## config.mk

```make
export PLATFORM = sky130hd
export DESIGN_NAME = serial_add_ctrl_flat
export DESIGN_NICKNAME = d
export VERILOG_FILES = /design/src/rtl/serial_add_ctrl_if.sv /design/src/rtl/serial_add_ctrl.sv /design/src/flat_wrapper.sv
export SDC_FILE = /design/constraint.sdc
export NUM_CORES = 1
export LEC_CHECK = 0
export CORE_MARGIN = 2
export CORE_UTILIZATION = 35
export DETAILED_ROUTE_END_ITERATION = 8
export GPL_TIMING_DRIVEN = 0
export SETUP_SLACK_MARGIN = 0.1
export SYNTH_ARGS = -nofsm -noshare
export SYNTH_HDL_FRONTEND = slang
export SYNTH_SLANG_ARGS = --single-unit
```

## constraint.sdc

```tcl
create_clock -name clk -period 1.4 [get_ports clk]
set_clock_uncertainty 0.15 [all_clocks]
set_input_delay 0.14 -clock clk [delete_from_list [all_inputs] [get_ports clk]]
set_output_delay 0.14 -clock clk [all_outputs]
set_load 0.02 [all_outputs]
```

## src/rtl/serial_add_ctrl_if.sv

```systemverilog
// Handshake bundle for the bit-serial adder: operand channel, result channel
// and status taps, bundled so the controller and its driver share one port.
// Ports: in_valid/in_ready/a/b (operands), out_valid/out_ready/sum/cout
// (result), busy/bit_idx (status).
interface serial_add_ctrl_if #(
    parameter int WIDTH = 8,
    parameter int CW    = 5
);
    logic             in_valid;
    logic             in_ready;
    logic [WIDTH-1:0] a;
    logic [WIDTH-1:0] b;
    logic             out_valid;
    logic             out_ready;
    logic [WIDTH-1:0] sum;
    logic             cout;
    logic             busy;
    logic [CW-1:0]    bit_idx;

    // master drives operands and consumes results; slave is the controller
    modport master (
        output in_valid, a, b, out_ready,
        input  in_ready, out_valid, sum, cout, busy, bit_idx
    );

    modport slave (
        input  in_valid, a, b, out_ready,
        output in_ready, out_valid, sum, cout, busy, bit_idx
    );
endinterface

```

## src/rtl/serial_add_ctrl.sv

```systemverilog
// Bit-serial adder controller: one full-adder cell (two half adders + carry reg) stepped LSB-first.
// Latency: WIDTH cycles from input handshake to out_valid; initiation interval WIDTH+2.
// Backpressure: in_ready only in IDLE; DONE holds sum/cout stable until out_ready.
// Ports: clk, rst (sync, active-high), bus (serial_add_ctrl_if.slave: in_valid/in_ready/a/b,
// out_valid/out_ready/sum/cout, busy, bit_idx).
module serial_add_ctrl #(
    parameter int WIDTH = 8,
    parameter int CW    = 5
) (
    input  logic                clk,
    input  logic                rst,
    serial_add_ctrl_if.slave    bus
);

    typedef enum logic [1:0] {
        IDLE = 2'd0,
        RUN  = 2'd1,
        DONE = 2'd2
    } state_t;

    state_t           state;
    state_t           state_nxt;

    logic [WIDTH-1:0] a_sh;
    logic [WIDTH-1:0] b_sh;
    logic [WIDTH-1:0] sum_sh;
    logic [WIDTH-1:0] sum_q;
    logic             carry;
    logic             cout_q;
    logic [CW-1:0]    bit_idx_q;

    logic             ha0_s;
    logic             ha0_c;
    logic             ha1_c;
    logic             cell_s;
    logic             cell_c;
    logic             accept;
    logic             last_bit;

    // Full-adder cell: half adder on the operand bits, second half adder
    // folds in the carry, OR of the two half-adder carries is the majority.
    always_comb begin
        ha0_s  = a_sh[0] ^ b_sh[0];
        ha0_c  = a_sh[0] & b_sh[0];
        cell_s = ha0_s ^ carry;
        ha1_c  = ha0_s & carry;
        cell_c = ha0_c | ha1_c;
    end

    assign accept   = (state == IDLE) && bus.in_valid;
    assign last_bit = (bit_idx_q == CW'(WIDTH - 1));

    always_comb begin
        state_nxt = state;
        case (state)
            IDLE:    if (bus.in_valid)  state_nxt = RUN;
            RUN:     if (last_bit)      state_nxt = DONE;
            DONE:    if (bus.out_ready) state_nxt = IDLE;
            default:                    state_nxt = IDLE;
        endcase
    end

    always_ff @(posedge clk) begin
        if (rst) begin
            state     <= IDLE;
            a_sh      <= '0;
            b_sh      <= '0;
            sum_sh    <= '0;
            sum_q     <= '0;
            carry     <= 1'b0;
            cout_q    <= 1'b0;
            bit_idx_q <= '0;
        end else begin
            state <= state_nxt;
            if (accept) begin
                a_sh      <= bus.a;
                b_sh      <= bus.b;
                carry     <= 1'b0;
                bit_idx_q <= '0;
            end else if (state == RUN) begin
                a_sh   <= a_sh >> 1;
                b_sh   <= b_sh >> 1;
                sum_sh <= {cell_s, sum_sh[WIDTH-1:1]};
                carry  <= cell_c;
                if (last_bit) begin
                    // Publish the result only on the RUN->DONE edge so the
                    // previous sum/cout stay visible while a new add runs.
                    sum_q     <= {cell_s, sum_sh[WIDTH-1:1]};
                    cout_q    <= cell_c;
                    bit_idx_q <= '0;
                end else begin
                    bit_idx_q <= bit_idx_q + CW'(1);
                end
            end
        end
    end

    assign bus.in_ready  = (state == IDLE);
    assign bus.out_valid = (state == DONE);
    assign bus.busy      = (state != IDLE);
    assign bus.sum       = sum_q;
    assign bus.cout      = cout_q;
    assign bus.bit_idx   = bit_idx_q;

endmodule
```

## src/flat_wrapper.sv

```systemverilog
// flat-port wrapper written by rule: the top's interface ports become plain ports
module serial_add_ctrl_flat 
#(
    parameter int WIDTH = 8,
    parameter int CW    = 5
)
  (clk, rst, bus_in_valid, bus_a, bus_b, bus_out_ready, bus_in_ready, bus_out_valid, bus_sum, bus_cout, bus_busy, bus_bit_idx);
  serial_add_ctrl_if #(.WIDTH(WIDTH), .CW(CW)) bus_i ();
  input  logic clk;
  input  logic rst;
  input wire logic [$bits(bus_i.in_valid)-1:0] bus_in_valid;
  input wire logic [$bits(bus_i.a)-1:0] bus_a;
  input wire logic [$bits(bus_i.b)-1:0] bus_b;
  input wire logic [$bits(bus_i.out_ready)-1:0] bus_out_ready;
  output wire logic [$bits(bus_i.in_ready)-1:0] bus_in_ready;
  output wire logic [$bits(bus_i.out_valid)-1:0] bus_out_valid;
  output wire logic [$bits(bus_i.sum)-1:0] bus_sum;
  output wire logic [$bits(bus_i.cout)-1:0] bus_cout;
  output wire logic [$bits(bus_i.busy)-1:0] bus_busy;
  output wire logic [$bits(bus_i.bit_idx)-1:0] bus_bit_idx;
  assign bus_i.in_valid = bus_in_valid;
  assign bus_i.a = bus_a;
  assign bus_i.b = bus_b;
  assign bus_i.out_ready = bus_out_ready;
  assign bus_in_ready = bus_i.in_ready;
  assign bus_out_valid = bus_i.out_valid;
  assign bus_sum = bus_i.sum;
  assign bus_cout = bus_i.cout;
  assign bus_busy = bus_i.busy;
  assign bus_bit_idx = bus_i.bit_idx;
  serial_add_ctrl #(.WIDTH(WIDTH), .CW(CW)) u_core (.clk(clk), .rst(rst), .bus(bus_i));
endmodule
```

==> impl_metrics.tcl <==
set metrics [dict create \
    holdWs_ns 0.06455 \
    grtUsageTotal_pct 18.21 \
    max_stage_delay_ns 0.38 \
    viasPerCell 5.311 \
    first_pass_iters 4 \
    die_h_um 71.96 \
    wl_per_cell_um 16.21 \
    max-slew-margin-rel_pct 64.20 \
    drive_gt1_share_pct 41.50 \
    status "finished with violations" \
    ant_nets 0 \
    yosysSeqAreaShare_pct 49.54 \
    finalWorstSetupSlack_ns -0.01573 \
    cp-start-kind "register" \
    grt_antenna_before_repair 0 \
    fillCellCount 375 \
    dieArea_sq_um 5178 \
    fin_tns_setup_ns -0.08108 \
    gp_congestion 0.6923 \
    grt_start_max_net_pins 14 \
    rsz0062_at_grt "yes" \
    die_x_um 71.96 \
    multiInputGateArea_sq_um 977.2 \
    grt_pass1_wl_um 7224 \
    cp_common_cell "buf_6" \
    htree_levels 2 \
    clk_pin_slew_ns 0.08 \
    detailed_place_hpwl_um 2602 \
    synth_top_area_share_pct 49.54 \
    hold_viol_final 0 \
    worstSetupPathType "register to register" \
    cp_data_required_time_ns 1.43 \
    worst_slew_pin_slew_ns 0.5370 \
    crit_arrival_ns 1.44 \
    io_pins 37 \
    yosys_most_used_dff "dfxtp_1" \
    dr.first_iter.drc_count 82 \
    root_buffer "clkbuf_8" \
    final_area_sq_um 2764 \
    syn-instance-count 189 \
    synth.area.top_cells "dfxtp_1, a21oi_1, nand2_1, a22oi_1, nand3_1" \
    leakage_nw 0.9848 \
    drc 0 \
    violations "negative setup slack" \
    grt_overflow 0 \
    crit_chain "buf_6, nor3b_4, buf_6, buf_6, nand3b_1, a21oi_1" \
    synthesis.area_sq_um 1617 \
    dpl_worst_slack_ns -0.3317 \
    rows 24 \
    numCtsBuffers 5 \
    drv_slew 0 \
    io_buffer_count 35 \
    hold_class "input port to register" \
    insertedDiodeCount 0 \
    final_core_util_pct 62.61 \
    synth_fp_nets 211 \
    hold_depth 2 \
    dpl_cell_area_sq_um 2072 \
    final.period_utilization_pct 101.1 \
    clock_sinks 40 \
    yosysWarnings 0 \
    powerDensity_nw_per_um2 914.4 \
    syn_to_final_growth_pct 70.98 \
    yosysTopAreaCell "dfxtp_1" \
    seq_area_sq_um 825.8 \
    wirelength_um 4945 \
    grt_pass1_vias 1441 \
    async_flop_share_pct 0 \
    synth_area_per_cell_sq_um 8.553 \
    initial_utilization_pct 36.62 \
    min_period_ns 1.416 \
    fmax_ghz 0.7064 \
    fp.coreArea_sq_um 4414 \
    maxCapViolations 0 \
    clk_latency_ns 0.30 \
    cp-end-kind "register" \
    cts_buffer_depth 2 \
    ys_ff_latch 40 \
    synth_edf_count 0 \
    ff2ff_path_depth 6 \
    cp_max_fo 5 \
    cpMaxStageDelayCell "dfxtp_4" \
    cts_tree "built" \
    ir_drop_mv 0.6035 \
    vias 1620 \
    ys_types 27 \
    finalSetupViolations 9 \
    fin_nets 274 \
]
[path summary, 6_finish.rpt]
check             startpoint             end  slack [ns]
max          u_core.state[0]  u_core.b_sh[7]       -0.02
min                      rst  u_core.a_sh[3]        0.06
max reg2reg  u_core.state[0]  u_core.b_sh[7]       -0.02
min reg2reg   u_core.b_sh[6]  u_core.b_sh[6]        0.32
[cell type report]
| class | instances | share of cell area [%] |
|---|---|---|
| plain buffers | 16 | 6.609 |
| clock buffers | 6 | 2.988 |
| clock inverters | 2 | 0.4980 |
| inverters | 2 | 0.2716 |
| multi-input cells | 131 | 35.36 |
| flip-flops and latches | 40 | 29.88 |
| well taps | 52 | 2.354 |
| repair buffers | 56 | 22.05 |
[worst max-delay path, delay by kind of cell, from the launching register on]
kind,cells,cell delay (ns)
simple gates,2,0.29
buf+inv,3,0.40
flops,1,0.38
compound gates,1,0.06
[per-stage QoR]
stage                     cells  total power [mW]
final                       305             2.527
after global placement      276             1.492
after global routing        305             2.630
after detailed placement    276             1.494
after floorplan             189             1.377
after CTS                   297             2.410
[metal layers]
layer | global-route usage [%] | share of wire (%) | wire, um
met1 | 24.78 | 45 | 2217
met2 | 27.78 | 49 | 2407
met3 | 3.889 | 4.4 | 220
met4 | 8.386 | 2.0 | 99
met5 | 0 | 0 | 0
[state kept, by name (all words and copies together) (netlist names)]
name	count
u_core.bus.sum	8
u_core.a_sh	8
u_core.b_sh	8
u_core.bus.bit_idx	5
u_core.carry	1
u_core.sum_sh	7
u_core.state	2
u_core.bus.cout	1
[cell usage after synthesis (2+ instances only)]
| library cell | count |
|---|---|
| a21oi_1 | 36 |
| a22oi_1 | 15 |
| buf_2 | 5 |
| buf_4 | 2 |
| clkbuf_1 | 8 |
| dfxtp_1 | 40 |
| inv_1 | 2 |
| nand2_1 | 33 |
| nand3_1 | 12 |
| nand3b_1 | 3 |
| nor2_1 | 5 |
| nor2b_1 | 2 |
| o21ai_0 | 11 |
| or3_1 | 2 |
[power by group]
group          total, mW  internal, mW  switching [mW]
clock              0.839         0.400           0.439
combinational      0.491         0.272           0.219
sequential          1.20          1.17          0.0308
total               2.53          1.84           0.688
[repair_timing]
| item | 4_1_cts | 5_1_grt |
|---|---|---|
| pin swaps | 27 | 18 |
| cloned | 3 | 4 |
| resized for setup | 105 | 41 |
| setup buffers | 10 | 4 |
| setup endpoints to repair | 53 | 45 |
| hold buffers | 0 | 0 |
| hold endpoints to repair | 0 | 0 |
[placed cells by master, fill, tap and decap left out, types with 2 or more instances in the layout]
cell type        instances
buf_12                   3
o21ai_0                  3
a21oi_1                 27
nor2b_4                  2
nor2_1                   3
clkdlybuf4s50_1         18
clkbuf_16                4
o21ai_1                  8
dfxtp_1                 32
nand3b_1                 3
clkbuf_1                 4
nand3_1                  5
buf_2                    2
nand2_1                 31
buf_4                    8
clkdlybuf4s15_2          3
nand3_2                  7
nand2_2                  2
a22oi_2                 15
nor2_4                   2
a21oi_2                  9
dlygate4sd2_1            8
clkbuf_8                 8
buf_8                    4
dfxtp_4                  6
buf_6                   14
dfxtp_2                  2
[cell families after synthesis]
kind of cell             Yosys count  share of synthesized area [%]
AND/OR/NAND/NOR                   63                          19.12
buffers and inverters             18                          5.495
AO/OA/AOI/OAI                     64                          22.76
flip-flops                        40                          49.54
XOR/XNOR                           2                          1.084
adder cells (fa/ha/maj)            2                          2.012
(Power assumes the default switching activity.)
